[config.mk]
export PLATFORM = sky130hd
export DESIGN_NAME = instrument_frame_decoder
export DESIGN_NICKNAME = d
export VERILOG_FILES = /design/src/rtl/instrument_frame_decoder.sv
export SDC_FILE = /design/constraint.sdc
export NUM_CORES = 1
export LEC_CHECK = 0
export CELL_PAD_IN_SITES_DETAIL_PLACEMENT = 0
export CELL_PAD_IN_SITES_GLOBAL_PLACEMENT = 1
export CORE_MARGIN = 4
export CORE_UTILIZATION = 39
export DETAILED_ROUTE_END_ITERATION = 8
export GPL_ROUTABILITY_DRIVEN = 0
export PLACE_DENSITY_LB_ADDON = 0.1
export REMOVE_ABC_BUFFERS = 1
export SLEW_MARGIN = 5
export SYNTH_ARGS = -nofsm -noshare
export SYNTH_HDL_FRONTEND = slang
export SYNTH_SLANG_ARGS = --single-unit
[constraint.sdc]
create_clock -name clk -period 1.8 [get_ports clk]
set_input_delay 0.18 -clock clk [delete_from_list [all_inputs] [get_ports clk]]
set_output_delay 0.18 -clock clk [all_outputs]
set_load 0.05 [all_outputs]
[src/rtl/instrument_frame_decoder.sv]
// Marker-framed UART packet decoder: collects NUM_BYTES 7-bit payload bytes and commits NUM_CH channels atomically.
// Optional drum foot-pedal remap on channel DRUM_CH when INSTR_DRUM_DECODE_EN is defined.
module instrument_frame_decoder #(
  parameter int NUM_BYTES   = 3,
  parameter int NUM_CH      = 3,
  parameter int CH_W        = 5,
  parameter int DRUM_CH     = 1,
  parameter int TIMEOUT_CYC = 65535
) (
  input  logic                     clk,
  input  logic                     rst_n,
  input  logic [7:0]               rx_data,
  input  logic                     rx_valid,
  output logic [NUM_CH*CH_W-1:0]   ch_data,
  output logic [NUM_CH-1:0]        ch_changed,
  output logic                     frame_valid,
  output logic                     frame_err,
  output logic [7:0]               err_count
);
  localparam int PW = 7 * NUM_BYTES;
  localparam int IW = (NUM_BYTES > 1) ? $clog2(NUM_BYTES) : 1;
  localparam int TW = $clog2(TIMEOUT_CYC + 1);

  if (NUM_BYTES < 1 || NUM_BYTES > 8) begin : g_bad_nb
    $error("NUM_BYTES must be 1..8");
  end
  if (NUM_CH * CH_W > PW) begin : g_bad_w
    $error("NUM_CH*CH_W exceeds payload width");
  end
  if (TIMEOUT_CYC < 2) begin : g_bad_to
    $error("TIMEOUT_CYC must be >= 2");
  end

  typedef enum logic {S_COLLECT, S_HUNT} st_e;

  st_e                          st_q, st_d;
  logic [IW-1:0]                idx_q, idx_d;
  logic [PW-1:0]                buf_q, buf_d;
  logic [TW-1:0]                idle_q, idle_d;
  logic [NUM_CH*CH_W-1:0]       ch_q, ch_d;
  logic [NUM_CH-1:0]            chg_q, chg_d;
  logic                         fv_q, fe_q;
  logic [7:0]                   ec_q, ec_d;

  logic                         last, marker, expire, commit, err;
  logic [PW-1:0]                pl;
  logic [NUM_CH-1:0][CH_W-1:0]  new_ch;
  logic                         unused_pl;

  assign last   = (idx_q == IW'(NUM_BYTES - 1));
  assign marker = rx_data[7];
  assign expire = (st_q == S_COLLECT) && (idx_q != '0) && !rx_valid &&
                  (idle_q == TW'(TIMEOUT_CYC - 1));
  assign commit = (st_q == S_COLLECT) && rx_valid && marker && last;
  // marker on a non-final byte is a short frame, no marker on the final byte a long one
  assign err    = ((st_q == S_COLLECT) && rx_valid && (marker != last)) || expire;

  always_comb begin
    pl = buf_q;
    pl[7*(NUM_BYTES-1) +: 7] = rx_data[6:0];
  end
  assign unused_pl = ^pl;

`ifdef INSTR_DRUM_DECODE_EN
  function automatic logic [CH_W-1:0] drum_map(input logic [3:0] n);
    case (n)
      4'hF:    return CH_W'(5'h11);
      4'hE:    return CH_W'(5'h12);
      4'hD:    return CH_W'(5'h14);
      4'hB:    return CH_W'(5'h18);
      default: return CH_W'(n);
    endcase
  endfunction
`endif

  for (genvar k = 0; k < NUM_CH; k++) begin : g_ch
`ifdef INSTR_DRUM_DECODE_EN
    if (k == DRUM_CH) begin : g_drum
      assign new_ch[k] = drum_map(pl[k*CH_W +: 4]);
    end else begin : g_pass
      assign new_ch[k] = pl[k*CH_W +: CH_W];
    end
`else
    assign new_ch[k] = pl[k*CH_W +: CH_W];
`endif
  end

  // state register
  always_ff @(posedge clk or negedge rst_n) begin
    if (!rst_n) begin
      st_q   <= S_COLLECT;
      idx_q  <= '0;
      buf_q  <= '0;
      idle_q <= '0;
      ch_q   <= '0;
      chg_q  <= '0;
      fv_q   <= 1'b0;
      fe_q   <= 1'b0;
      ec_q   <= '0;
    end else begin
      st_q   <= st_d;
      idx_q  <= idx_d;
      buf_q  <= buf_d;
      idle_q <= idle_d;
      ch_q   <= ch_d;
      chg_q  <= chg_d;
      fv_q   <= commit;
      fe_q   <= err;
      ec_q   <= ec_d;
    end
  end

  // next-state
  always_comb begin
    st_d   = st_q;
    idx_d  = idx_q;
    buf_d  = buf_q;
    idle_d = idle_q;
    case (st_q)
      S_COLLECT: begin
        if (rx_valid) begin
          idle_d = '0;
          if (marker) begin
            idx_d = '0;
          end else if (last) begin
            st_d  = S_HUNT;
            idx_d = '0;
          end else begin
            buf_d[7*idx_q +: 7] = rx_data[6:0];
            idx_d = idx_q + 1'b1;
          end
        end else if (idx_q != '0) begin
          if (expire) begin
            idx_d  = '0;
            idle_d = '0;
          end else begin
            idle_d = idle_q + 1'b1;
          end
        end
      end
      S_HUNT: begin
        idle_d = '0;
        if (rx_valid && marker) begin
          st_d  = S_COLLECT;
          idx_d = '0;
        end
      end
      default: st_d = S_COLLECT;
    endcase
  end

  // output next values
  always_comb begin
    ch_d = commit ? new_ch : ch_q;
    for (int k = 0; k < NUM_CH; k++)
      chg_d[k] = commit && (new_ch[k] != ch_q[k*CH_W +: CH_W]);
    ec_d = (err && ec_q != 8'hFF) ? ec_q + 8'd1 : ec_q;
  end

  assign ch_data     = ch_q;
  assign ch_changed  = chg_q;
  assign frame_valid = fv_q;
  assign frame_err   = fe_q;
  assign err_count   = ec_q;
endmodule

* After elaboration in Yosys (flattened, before gate mapping)
Cells that the tools add are included.
** Word-level totals
- Register bits :: 68
- Bits of input ports :: 11
- Output and inout bits :: 28
- Logic and storage cells :: 63
** Cells by class
- Add/subtract/negate cells :: 4
- Multipliers :: 1
- Eq/ne operators :: 10
- Shifts and indexed selects :: 2
- Muxes and demuxes :: 17
- Bitwise operators :: 3
- Reductions and logical operators :: 17
** Operators with widths (count)
- $mux W16 :: 3
- $neg A5 Y34 :: 1
- $shift A7 B34 Y21 const A :: 1
- $shiftx A7 B34 Y21 :: 1
- $pmux W16 S2 :: 1
- $bwmux W21 :: 1
- $add A16 B1 Y16 const B :: 1
- $eq A16 B16 Y1 const B :: 1
- $ne A5 B5 Y1 :: 3
- $logic_and A1 B1 Y1 :: 12
- $mux W2 :: 6
- $add A8 B1 Y8 const B :: 1
- $ne A8 B8 Y1 const B :: 1
- $ne A3 B3 Y1 const B :: 2
- $mul A3 B2 Y5 const A :: 1
- $mux W1 :: 4
- $pmux W2 S2 :: 1
- $reduce_and A4 Y1 :: 1
- $not A1 Y1 :: 3
- $reduce_and A3 Y1 :: 1
- $add A2 B1 Y2 const B :: 1
- $eq A2 B2 Y1 const B :: 1
- $ne A2 B1 Y1 const B :: 1
- $pmux W1 S2 :: 1
- 4 further kinds :: 4

* Logic depth before layout (Yosys ltp)
- Depth after elaboration :: 8
- Gate-level depth with buffers :: 8
- Mapped depth without buffers :: 8

* Least setup slack after synthesis
OpenSTA, ideal clock, no wires.
- Path type :: reg2reg
- Start point :: reg idx_q[0]
- End point :: reg ec_q[1], in the netlist err_count[1]
- Library setup time :: 0.125 ns
- Data arrival time :: 1.818 ns
- Data required time :: 1.675 ns
- Slack :: -0.144 ns
- Cell stages (with the launch flop) :: 8
- Buffers on the path :: 0
- Clock period less this slack :: 1.944 ns
- Path through :: dfrtp_1 > inv_1 > ha_1 > nor2b_1 > nand4_1 > o31ai_4 > o21ai_2 > mux2_4
** On the way
- Word-level cells in the longest chain between the ends :: 6
- Elaborated cells on any way between the ends :: 9
- Those cells by class :: eq/ne (2); reduce/logical (7)
** RTL lines
- start: declaration :: RTL line 37 : logic [IW-1:0] idx_q, idx_d;
- start signal: assignment :: RTL line 102 : idx_q <= idx_d;
- $reduce_bool A2 Y1 :: RTL line 52 : assign expire = (st_q == S_COLLECT) && (idx_q != '0) && !rx_valid &&
- $logic_and A1 B1 Y1 (3 in series) :: RTL line 52
- $logic_or A1 B1 Y1 * :: RTL line 56 : assign err = ((st_q == S_COLLECT) && rx_valid && (marker != last)) || expire;
- via err :: RTL line 45 : logic last, marker, expire, commit, err;
- $logic_and A1 B1 Y1 * :: RTL line 157 : ec_d = (err && ec_q != 8'hFF) ? ec_q + 8'd1 : ec_q;
- end signal: assignment :: RTL line 99 : ec_q <= '0;
- end signal: assignment :: RTL line 109 : ec_q <= ec_d;
- end: declaration :: RTL line 43 : logic [7:0] ec_q, ec_d;
The timed path passes the listed nets; every way through them passes the cells marked *.
A chain may end at the register's enable or synchronous reset.

* Final worst setup path
- Start point :: reg idx_q[1]
- End point :: reg ec_q[6], in the netlist err_count[6]
Same word-level chain as after synthesis.

==> results.sh <==
export IMPL_crit_path_cell_trace="buf_4 > ha_4 > inv_1 > ha_1 > nand2_2 > o31ai_4 > buf_12 > nand2b_1 > mux2_2"
export IMPL_cap_viol_max_count=0
export IMPL_worst_clock_skew_ps=7.10
export IMPL_die_height_um=93.3
export IMPL_drtIter0Drc=45
export IMPL_clock_power_share_pct=23.3
export IMPL_antenna_cells=0
export IMPL_clock_path_buffers=2
export IMPL_power_switching_mw=1.96
export IMPL_vdd_ir_drop_max_mv=0.722
export IMPL_final_net_count=343
export IMPL_worstMarginPinSlew_ps=508
export IMPL_num_fill_cells=624
export IMPL_ys_async_sr_fraction_pct=100
export IMPL_wirelength_mm=5.80
export IMPL_path_delay_family="flip-flops"
export IMPL_num_vias=2064
export IMPL_crit_arrival_ps=2010
export IMPL_drive_above_1_share_pct=23.5
export IMPL_synth_top_area_share_pct=53.8
export IMPL_power_internal_mw=3.19
export IMPL_fin_ws_ps=3.66
export IMPL_power_frac_comb_pct=39.7
export IMPL_setup_viol=0
export IMPL_ys_ff_latch=61
export IMPL_synth_cell_type_count=35
export IMPL_core_area_mm2=0.00694
export IMPL_grt_max_degree=62
export IMPL_grt_usage_pct=14.9
export IMPL_io_buffers=38
export IMPL_period_share_pct=99.8
export IMPL_status="completed"
export IMPL_min_period_ps=1800
export IMPL_cp_required_ps=2010
export IMPL_p_per_area_mw_per_mm2=1340
export IMPL_rows=30
export IMPL_end_kind="flip-flop"
export IMPL_yosysSeqAreaShare_pct=53.8
export IMPL_hpwl_mm=3.93
export IMPL_dp_cells=405
export IMPL_placed_area_mm2=0.00355
export IMPL_grt_pass1_wl_mm=10.1
export IMPL_cp_slowest_cell="dfrtp_1"
export IMPL_cts_tree="yes"
export IMPL_antenna_left=0
export IMPL_hold_class="input port to async pin"
export IMPL_yosys_area_top_type="dfrtp_1"
export IMPL_place_ws_ps=-133
export IMPL_p_seq_share_pct=37.0
export IMPL_via_per_inst=4.87
export IMPL_die_w_um=93.3
export IMPL_final_core_util_pct=55.2
export IMPL_syn_avg_cell_area_um2=11.4
export IMPL_worst_setup_path_type="flip-flop to flip-flop"
export IMPL_synth_area_top_cells="dfrtp_1 54%, mux2_2 6.4%, xnor2_1 5.9%, ha_1 4.0%, nand2_1 4.0%"
export IMPL_clk_pin_slew_ps=70
export IMPL_initial_utilization_pct=40.8
export IMPL_fmax_mhz=557
export IMPL_multi_input_area_mm2=0.00129
export IMPL_finish_instance_area_mm2=0.00383
export IMPL_rsz0062_at_grt="yes"
export IMPL_slew_viol_final=0
export IMPL_regArea_mm2=0.00153
export IMPL_grt_pass1_vias=2140
export IMPL_htree_levels=3
export IMPL_stdcell_count=424
export IMPL_die_area_mm2=0.00870
export IMPL_cp_num_buf_inv=3
export IMPL_syn_area_mm2=0.00284
export IMPL_crit_fanout=6
export IMPL_drc=0
export IMPL_p_total_mw=5.16
export IMPL_clockRootBuffer="clkbuf_8"
export IMPL_synth_edf_count=0
export IMPL_yosysWarnings=0
export IMPL_synthCells=248
export IMPL_ios=39
export IMPL_antenna_found_initial=0
export IMPL_cts_sinks=61
export IMPL_p_sw_share_pct=38.1
export IMPL_whs_ps=391
export IMPL_worstSetupStartpointType="flip-flop"
export IMPL_fin_tns_setup_ps=0
export IMPL_avgRoutedWirePerCell_um=13.7
export IMPL_syn_to_final_growth_pct=35.2
export IMPL_overflow=0
export IMPL_ys_flop_type="dfrtp_1"
export IMPL_firstDrtPassIters=4
export IMPL_slew_headroom_pct=66.1
export IMPL_leakage_nw=1.77
export IMPL_clock_latency_ps=330
export IMPL_hold_violations=0
export IMPL_slowest_delay_ps=400
export IMPL_cts_buffers=9
[placed cells by master (no fill, tap or decap), types with 5 or more instances in the layout]
master	instances
nor3_1	9
nand4_1	7
a21oi_1	5
nand3_1	5
o21ai_0	11
ha_1	7
xnor2_1	19
dfrtp_1	61
nor2_1	12
dlymetal6s2s_1	5
clkdlybuf4s50_1	31
xor2_1	11
a22o_1	7
clkbuf_8	9
mux2_2	16
nand2_1	29
inv_1	8
buf_4	25
[sequential cells by signal, summed over array words and instances, names as in the netlist]
name / cells
idx_q: 2
frame_valid: 1
frame_err: 1
err_count: 8
idle_q: 16
buf_q: 14
ch_changed: 3
st_q: 1
ch_data: 15
[layer usage]
metal	global-route usage, %	part of all wire [%]	vias up	wire (um)
met1	20.3	48	1012	2800
met5	0	0	-	0
met3	3.22	3.4	6	195
met2	22.4	47	29	2730
met4	7.20	1.3	0	74
li1	-	-	1017	-
[area by class of cell]
type | instances | share of cell area, %
tap | 96 | 3.13
sequential | 61 | 39.8
clock inverter | 7 | 1.99
timing repair buffer | 68 | 17.2
inverter | 10 | 0.979
clock buffer | 9 | 3.23
multi-input combinational | 173 | 33.7
[kinds of logic (layout without fill, tap and decap cells)]
logic type	count (synthesis)	after routing	share of synthesized area, %
buffers and inverters	14	94	1.94
xor gates and xnor gates	30	30	9.26
and+or+nand+nor	82	82	15.2
adders and majority gates	9	9	3.97
muxes	17	17	6.88
AOI/OAI and AO/OA	35	35	8.91
DFF	61	61	53.8
[power by group through the flow]
stage	sequential (mW)	clock, mW	combinational [mW]
6_report	1.91	1.20	2.05
5_1_grt	1.96	1.30	2.22
4_1_cts	1.91	1.25	2.06
3_5_place_dp	1.93	0	2.01
3_3_place_gp	1.93	0	1.99
2_1_floorplan	2.50	0	0.683
[repair_timing]
action,4_1_cts,5_1_grt
gates resized for setup,7,10
hold buffers,1,0
endpoints found under the hold margin,61,0
setup endpoints to repair,11,35
setup buffers,2,0
pin swaps,3,5
[final timing paths]
check | endpoint | slack (ps) | from | cells past startpoint
setup / recovery | err_count[6] | 4 | idx_q[1] | 9
hold / removal | st_q | 390 | rst_n | 3
setup reg to reg | err_count[6] | 4 | idx_q[1] | 9
hold reg to reg | err_count[5] | 490 | err_count[5] | 1
max in group asynchronous | err_count[7] | 1120 | rst_n | 3
min in group clk | buf_q[13] | 440 | rx_data[6] | 3
[synthesized netlist by cell type (all sizes together), types with 3 or more instances]
library cell,instances
inv,10
nor2,12
nand4,7
and3,3
mux2,17
nand3,7
ha,9
o31ai,4
a21oi,5
nor3,9
xor2,11
a31oi,4
or3,4
dfrtp,61
a22o,7
o21ai,12
nand2,30
xnor2,19
[tightest hold or removal path, delay by kind of cell]
family                 cells  cell delay (ps)
buffers and inverters      3              940
Power figures use the tool's default switching activity.
